<file path="config.mk">
export PLATFORM = sky130hd
export DESIGN_NAME = ps2_rx_ctrl
export DESIGN_NICKNAME = d
export VERILOG_FILES = /design/src/rtl/ps2_rx_ctrl.sv
export SDC_FILE = /design/constraint.sdc
export NUM_CORES = 1
export LEC_CHECK = 0
export ABC_CLOCK_PERIOD_IN_PS = 3400
export CAP_MARGIN = 20
export CORE_MARGIN = 3
export CORE_UTILIZATION = 65
export CTS_CLUSTER_SIZE = 24
export DETAILED_ROUTE_END_ITERATION = 7
export HOLD_SLACK_MARGIN = 0.15
export PLACE_DENSITY_LB_ADDON = 0.2
export SKIP_CTS_REPAIR_TIMING = 1
export SLEW_MARGIN = 30
export SYNTH_ARGS = -nofsm -noshare
export SYNTH_HDL_FRONTEND = slang
export SYNTH_SLANG_ARGS = --single-unit
</file>
<file path="constraint.sdc">
create_clock -name clk -period 3.4 [get_ports clk]
set_clock_uncertainty 0.1 [all_clocks]
set_input_delay 0.68 -clock clk [delete_from_list [all_inputs] [get_ports clk]]
set_output_delay 0.68 -clock clk [all_outputs]
set_load 0.02 [all_outputs]
</file>
<file path="src/rtl/ps2_rx_ctrl.sv">
`default_nettype none
// +--------------------------------------------------------------------------+
// | ps2_rx_ctrl : PS/2 receiver with sync/filter, 11-bit frame FSM, timeout,   |
// |               FWFT byte FIFO; optional bus inhibit via PS2_INHIBIT_EN      |
// | Revision    : 1.0                                                          |
// +--------------------------------------------------------------------------+
module ps2_rx_ctrl #(
  parameter int TIMEOUT_CYCLES = 50000,
  parameter int FILT_LEN       = 4,
  parameter int FIFO_DEPTH     = 8
) (
  input  logic       clk,
  input  logic       RST,
  input  logic       SCL,
  input  logic       SDA,
  input  logic       rd_en,
  output logic [7:0] data_out,
  output logic       empty,
  output logic       full,
  output logic       scl_oe,
  output logic       err_parity,
  output logic       err_frame,
  output logic       err_timeout,
  output logic       err_overflow
);
  localparam int c_AW = $clog2(FIFO_DEPTH);
  localparam int c_FW = $clog2(FILT_LEN) + 1;
  localparam int c_TW = $clog2(TIMEOUT_CYCLES + 1);
  localparam logic [c_FW-1:0] c_FILT_LAST = c_FW'(FILT_LEN - 1);
  localparam logic [c_TW-1:0] c_TMO       = c_TW'(TIMEOUT_CYCLES);
  localparam logic [c_AW:0]   c_FULL      = (c_AW+1)'(FIFO_DEPTH);

  typedef enum logic [1:0] {S_IDLE, S_DATA, S_PARITY, S_STOP} state_t;

  logic [1:0] w_raw;
  logic [1:0] w_filt;
  assign w_raw = {SDA, SCL};

  // Channel 0 is SCL, channel 1 is SDA; both idle high.
  generate
    for (genvar g = 0; g < 2; g++) begin : g_chan
      logic            r_s1, r_s2, r_f;
      logic [c_FW-1:0] r_cnt;
      always_ff @(posedge clk or negedge RST) begin
        if (!RST) begin
          r_s1  <= 1'b1;
          r_s2  <= 1'b1;
          r_f   <= 1'b1;
          r_cnt <= '0;
        end else begin
          r_s1 <= w_raw[g];
          r_s2 <= r_s1;
          if (r_s2 == r_f) begin
            r_cnt <= '0;
          end else if (r_cnt == c_FILT_LAST) begin
            r_f   <= r_s2;
            r_cnt <= '0;
          end else begin
            r_cnt <= r_cnt + 1'b1;
          end
        end
      end
      assign w_filt[g] = r_f;
    end
  endgenerate

  logic r_scl_d;
  logic w_fall, w_sda;
  always_ff @(posedge clk or negedge RST) begin
    if (!RST) r_scl_d <= 1'b1;
    else      r_scl_d <= w_filt[0];
  end
  assign w_fall = r_scl_d & ~w_filt[0];
  assign w_sda  = w_filt[1];

  state_t          r_state;
  logic [2:0]      r_bitcnt;
  logic [7:0]      r_shift;
  logic            r_par;
  logic [c_TW-1:0] r_tcnt;
  logic            r_push;
  logic [7:0]      r_push_data;
  logic            r_err_parity, r_err_frame, r_err_timeout, r_err_overflow;
  logic            w_inhibit, w_tmo;

  assign w_tmo = (r_state != S_IDLE) && !w_fall && (r_tcnt == c_TMO);

  always_ff @(posedge clk or negedge RST) begin
    if (!RST) begin
      r_state       <= S_IDLE;
      r_bitcnt      <= '0;
      r_shift       <= '0;
      r_par         <= 1'b0;
      r_tcnt        <= '0;
      r_push        <= 1'b0;
      r_push_data   <= '0;
      r_err_parity  <= 1'b0;
      r_err_frame   <= 1'b0;
      r_err_timeout <= 1'b0;
    end else begin
      r_push        <= 1'b0;
      r_err_parity  <= 1'b0;
      r_err_frame   <= 1'b0;
      r_err_timeout <= 1'b0;
      if (w_fall || r_state == S_IDLE || w_inhibit) r_tcnt <= '0;
      else                                          r_tcnt <= r_tcnt + 1'b1;
      case (r_state)
        S_IDLE: if (w_fall && !w_sda) begin
          r_bitcnt <= '0;
          r_state  <= S_DATA;
        end
        S_DATA: if (w_fall) begin
          r_shift  <= {w_sda, r_shift[7:1]};
          r_bitcnt <= r_bitcnt + 1'b1;
          if (r_bitcnt == 3'd7) r_state <= S_PARITY;
        end
        S_PARITY: if (w_fall) begin
          r_par   <= w_sda;
          r_state <= S_STOP;
        end
        S_STOP: if (w_fall) begin
          r_state <= S_IDLE;
          if (!(^{r_shift, r_par})) begin
            r_err_parity <= 1'b1;
          end else if (!w_sda) begin
            r_err_frame <= 1'b1;
          end else begin
            r_push      <= 1'b1;
            r_push_data <= r_shift;
          end
        end
        default: r_state <= S_IDLE;
      endcase
      if (w_tmo) begin
        r_state       <= S_IDLE;
        r_shift       <= '0;
        r_err_timeout <= 1'b1;
      end
    end
  end

  logic [7:0]    r_mem [FIFO_DEPTH];
  logic [c_AW-1:0] r_wptr, r_rptr;
  logic [c_AW:0] r_count;
  logic          w_pop, w_wr;

  assign empty    = (r_count == '0);
  assign full     = (r_count == c_FULL);
  assign w_pop    = rd_en & ~empty;
  // A push into a full FIFO is only legal when the head leaves in the same cycle.
  assign w_wr     = r_push & (~full | w_pop);
  assign data_out = empty ? 8'h00 : r_mem[r_rptr];

  always_ff @(posedge clk) begin
    if (w_wr) r_mem[r_wptr] <= r_push_data;
  end

  always_ff @(posedge clk or negedge RST) begin
    if (!RST) begin
      r_wptr         <= '0;
      r_rptr         <= '0;
      r_count        <= '0;
      r_err_overflow <= 1'b0;
    end else begin
      r_err_overflow <= r_push & full & ~w_pop;
      if (w_wr)  r_wptr <= r_wptr + 1'b1;
      if (w_pop) r_rptr <= r_rptr + 1'b1;
      case ({w_wr, w_pop})
        2'b10:   r_count <= r_count + 1'b1;
        2'b01:   r_count <= r_count - 1'b1;
        default: r_count <= r_count;
      endcase
    end
  end

`ifdef PS2_INHIBIT_EN
  logic r_scl_oe;
  always_ff @(posedge clk or negedge RST) begin
    if (!RST)                   r_scl_oe <= 1'b0;
    else if (!full)             r_scl_oe <= 1'b0;
    else if (r_state == S_IDLE) r_scl_oe <= 1'b1;
  end
  assign w_inhibit = r_scl_oe;
`else
  assign w_inhibit = 1'b0;
`endif

  assign scl_oe       = w_inhibit;
  assign err_parity   = r_err_parity;
  assign err_frame    = r_err_frame;
  assign err_timeout  = r_err_timeout;
  assign err_overflow = r_err_overflow;
endmodule
`default_nettype wire

</file>
Word level (Yosys, flattened, before mapping)
Memory sizes are Yosys's and may differ from the RTL's.
Index checks and enable logic that the tools add are counted.
{"block": "classes", "add_sub_neg": 8, "n_eq_ne": 19, "n_mux": 34, "bitwise_logic": 12, "reduce_logical": 21}
{"cell": "$mux W8", "count": 4}
{"cell": "$mux W3", "count": 6}
{"cell": "$add A16 B1 Y16 const B", "count": 1}
{"cell": "$eq A16 B16 Y1 const B", "count": 1}
{"cell": "$mux W16", "count": 1}
{"cell": "$add A3 B1 Y3 const B", "count": 5}
{"cell": "$mux W1", "count": 14}
{"cell": "$mux W2", "count": 6}
{"cell": "$ne A3 B3 Y1 const B", "count": 4}
{"cell": "$reduce_bool A2 Y1", "count": 5}
{"cell": "$reduce_xor A9 Y1", "count": 1}
{"cell": "$pmux W2 S4", "count": 1}
{"cell": "$pmux W4 S2", "count": 1}
{"cell": "$reduce_and A2 Y1", "count": 4}
{"cell": "$eq A2 B2 Y1 const B", "count": 3}
{"cell": "$eq A3 B2 Y1 const B", "count": 2}
{"cell": "$not A1 Y1", "count": 6}
{"cell": "$pmux W3 S2", "count": 1}
{"cell": "$and A1 B1 Y1", "count": 5}
{"cell": "$reduce_and A5 Y1", "count": 1}
{"cell": "$add A4 B1 Y4 const B", "count": 1}
{"cell": "$eq A2 B1 Y1 const B", "count": 2}
{"cell": "$eq A4 B4 Y1 const B", "count": 1}
{"cell": "$logic_not A4 Y1", "count": 1}
{"cell": "other kinds (13)", "count": 17}
{"block": "totals", "regBits": 66, "mem_bits_rw": 64, "inputBits": 5, "out_inout_bits": 15, "memories": 1}
{"name": "r_mem", "words": 8, "width": 8, "rd": 1, "rd_ports_with_merged_regs": 0, "wr": 1, "line": "142", "source": "logic [7:0] r_mem [FIFO_DEPTH];"}

Logic depth before layout (Yosys ltp)
Gate-level depths: netlist (run 1).
{"block": "logic_depth", "ltp_word": 7, "depth_mapped": 9, "mapped_depth_nobuf": 8}

Least setup slack after synthesis (run 1)
OpenSTA, ideal clock, no wires.
{"block": "synth_path", "path_type": "register to output", "from": "register r_rptr[0]", "to": "output port data_out[6]", "arrival_ps": 1648, "required_ps": 2620, "setup_slack_ps": 972, "stages_incl_launch_ff": 6, "n_path_buf": 2, "cell_sequence": "dfrtp_1 buf_2 buf_2 mux4_2 mux2i_1 nor2_1"}
{"block": "synth_between", "elab_chain_len": 2}
{"item": "start, declared", "line": "143", "source": "logic [c_AW-1:0] r_wptr, r_rptr;"}
{"item": "start signal, assigned", "line": "167", "source": "if (w_pop) r_rptr <= r_rptr + 1'b1;"}
{"item": "$mem_v2 Z8 W8"}
{"item": "$mux W8", "line": "152", "source": "assign data_out = empty ? 8'h00 : r_mem[r_rptr];"}
{"item": "end, declared", "line": "17", "source": "output logic [7:0] data_out,"}
Every way passes these cells.

Worst setup path in the final report (run 1)
Same ends and word-level chain as after synthesis.

==> results.txt, run 1 <==
crit path max fanout - 10
Worst-path clk slew - 0.06 ns
CTS H-tree lvls - 4
first-pass GRT wire length - 17000 µm
syn nets - 411
I/O Pins - 20
worst-margin pin slew - 0.738 ns
CP required - 2.62 ns
FF+latch count, synth - 130
Tot Pwr - 5.00 mW
Tcrit/Tclk final - 94.4%
Synth-to-Final Area Change - 17.0%
hpwl dp - 6040 µm
Slew HR - 50.7%
worst hold path type - flop to flop
Post-Syn Area per Cell - 14.1 µm²
routed length per instance - 18.4 µm
PortBufs - 18
nets@finish - 445
Detailed Route WL - 10000 µm
Clock Latency Late Sink - 0.51 ns
sequential fraction of the synthesis area - 64.5%
Leak - 2.54 nW
Crit. End Element - output pin
Filler Cell Count - 484
CP Class - flop to output pin
final hold slack - 0.257 ns
number of synthesized flops with an enable pin - 64
overall die width - 98.4 µm
CTS tree - yes
Yosys warning total - 0
Max Buffers Root-to-Sink - 2
slack of the critical path - 0.192 ns
vias in the first global route - 3369
most common cell after layout, fill and taps aside - edfxtp_1
Post-Place Worst Slack - 0.602 ns
Via density - 5.94
VDD IR max - 0.486 mV
Initial Utilization - 67.2%
antenna-violating nets left - 0
Cells after Synth - 393
leading area contributor after synthesis - edfxtp_1
synth top area cells - edfxtp_1 (35%), dfrtp_1 (27%), mux4_2 (6.5%)
cell area after synthesis - 5550 µm²
largest net degree at the start of global routing - 67
Max Cap Viol - 0
Fin. Hold Viols - 0
drt pass-1 iters - 5
RSZ-0062 raised after global routing - false
RePlAce Congestion - 0.820
pwr dens - 770 nW/µm²
Synth top area share - 34.6%
total grt overflow - 0
cell row count - 33
CP arrival - 2.43 ns
antenna cell count - 0
Max Clk Rate - 0.312 GHz
Max Slew Vio Count - 0
commonest non-fill, non-tap cells in the layout - edfxtp_1 (64), dfrtp_1 (58), nor2_1 (37), nand2_1 (26), nand3_1 (20)
Final setup viols - 0
clock root cell - clkbuf_8
die height - 98.4 µm
routed via count - 3236
initial antenna violation count - 0
DIE AREA - 9690 µm²
DRC - 0
gr usage total - 23.0%
Post-synth ARST share - 50.8%
core area - 8260 µm²
Inserted Clock Buffers - 17
startpoint types - flop
Netlist cell types - 43
Main synth FF type - edfxtp_1
run status - complete, no violations
Clock Sinks - 130
fraction of layout cells with a size suffix above 1 - 20.5%
Initial DRC Count - 222
Final min period - 3.21 ns
-- layout make-up --
type	count	area (µm²)	share of cell area [%]
multi-input cells	236	1860	28.6
repair buffers	33	303	4.66
clock buffers	17	414	6.38
inverters	9	33.8	0.520
flip-flops and latches	130	3580	55.2
clock inverters	15	170	2.62
well taps	105	131	2.02
-- logic make-up (layout without fill, tap and decap cells) --
family                   count (synthesis)  count (layout)  share of synthesized area, %
AO/OA/AOI/OAI                           28              28                          3.04
XOR/XNOR                                31              31                          5.14
AND/OR/NAND/NOR                        125             125                          10.9
multiplexers                            38              38                          11.3
buffers and inverters                   27              74                          2.12
adder cells (fa/ha/maj)                 13              13                          2.93
other                                    1               1                        0.0675
flip-flops                             130             130                          64.5
-- metrics by stage --
step           cells  setup TNS (ns)  area, µm²  util, %
5_1_grt          545               0       6490     78.6
4_1_cts          544        -0.00821       6480     78.5
3_5_place_dp     512               0       5900     71.4
6_report         545               0       6490     78.6
2_1_floorplan    393               0       5550        -
3_3_place_gp     512               0       5900     71.4
-- power by group --
| group | switching, mW | internal (mW) |
|---|---|---|
| registers | 0.231 | 1.82 |
| logic | 0.602 | 0.580 |
| clock network | 0.700 | 1.06 |
| total | 1.53 | 3.47 |
-- state kept, by name (all words and copies together) (netlist names), 2 cells and up --
register and cells:
r_bitcnt 3, r_state 2, g_chan.r_s2 2, g_chan.r_f 2, r_shift 8, r_wptr 3, r_count 4, r_push_data 8
r_mem 64, r_tcnt 16, g_chan.r_cnt 6, r_rptr 3, g_chan.r_s1 2
-- worst paths after layout --
path                       slack [ns]  cells after the start                    endpoint                      from
hold / removal                   0.26                      0    g_chan[0].r_s2$_DFF_PN1_  g_chan[0].r_s1$_DFF_PN1_
max in group asynchronous        2.25                      3   g_chan[1].r_f$_DFFE_PN1P_                       RST
hold reg to reg                  0.26                      0    g_chan[0].r_s2$_DFF_PN1_  g_chan[0].r_s1$_DFF_PN1_
setup reg to reg                 0.97                      5  r_push_data[4]$_DFFE_PN0P_    r_shift[4]$_DFFE_PN0P_
setup / recovery                 0.19                      5                 data_out[6]     r_rptr[0]$_DFFE_PN0N_
min in group asynchronous        0.60                      3      r_count[2]$_DFFE_PN0P_                       RST
-- layer usage --
metal  GRT usage (%)  vias to the layer above  part of all wire, %
met5               0                        -                    0
met4            9.56                        0                  1.8
met3            5.73                       26                  4.8
met2            38.2                      108                   52
met1            29.1                     1611                   42
li1                -                     1491                    -
-- synth_stat cells (all sizes together), types with 2 or more instances --
| master | instances |
|---|---|
| a21oi | 11 |
| a22o | 3 |
| a32oi | 2 |
| and3 | 4 |
| buf | 9 |
| clkbuf | 9 |
| dfrtp | 59 |
| dfstp | 7 |
| edfxtp | 64 |
| ha | 13 |
| inv | 9 |
| mux2 | 14 |
| mux2i | 8 |
| mux4 | 16 |
| nand2 | 26 |
| nand2b | 6 |
| nand3 | 20 |
| nand4 | 3 |
| nor2 | 37 |
| nor2b | 7 |
| nor3 | 9 |
| nor3b | 4 |
| nor4 | 3 |
| o21a | 2 |
| o21ai | 7 |
| or2 | 2 |
| or4b | 2 |
| xnor2 | 18 |
| xor2 | 12 |
-- worst max-delay path: stages, from the launching register on --
cell	delay, ns
dfrtp_1	0.35
buf_4	0.23
mux4_2	0.54
mux2i_1	0.17
nor2_1	0.07
clkdlybuf4s50_1	0.55
(Power assumes the default switching activity.)
==> inputs of run 2 (changes only) <==
--- a/config.mk
+++ b/config.mk
@@ -6,7 +6,6 @@
 export NUM_CORES = 1
 export LEC_CHECK = 0
 export ABC_CLOCK_PERIOD_IN_PS = 3400
-export CAP_MARGIN = 20
 export CORE_MARGIN = 3
 export CORE_UTILIZATION = 65
 export CTS_CLUSTER_SIZE = 24
==> results of run 2 <==
No change in the layout: final DEF, timing and power equal those of run 1.
==> inputs of run 3 (changes only) <==
--- a/config.mk
+++ b/config.mk
@@ -17,3 +17,4 @@
 export SYNTH_ARGS = -nofsm -noshare
 export SYNTH_HDL_FRONTEND = slang
 export SYNTH_SLANG_ARGS = --single-unit
+export TNS_END_PERCENT = 30
==> results of run 3 <==
No change in the layout: final DEF, timing and power equal those of run 1.
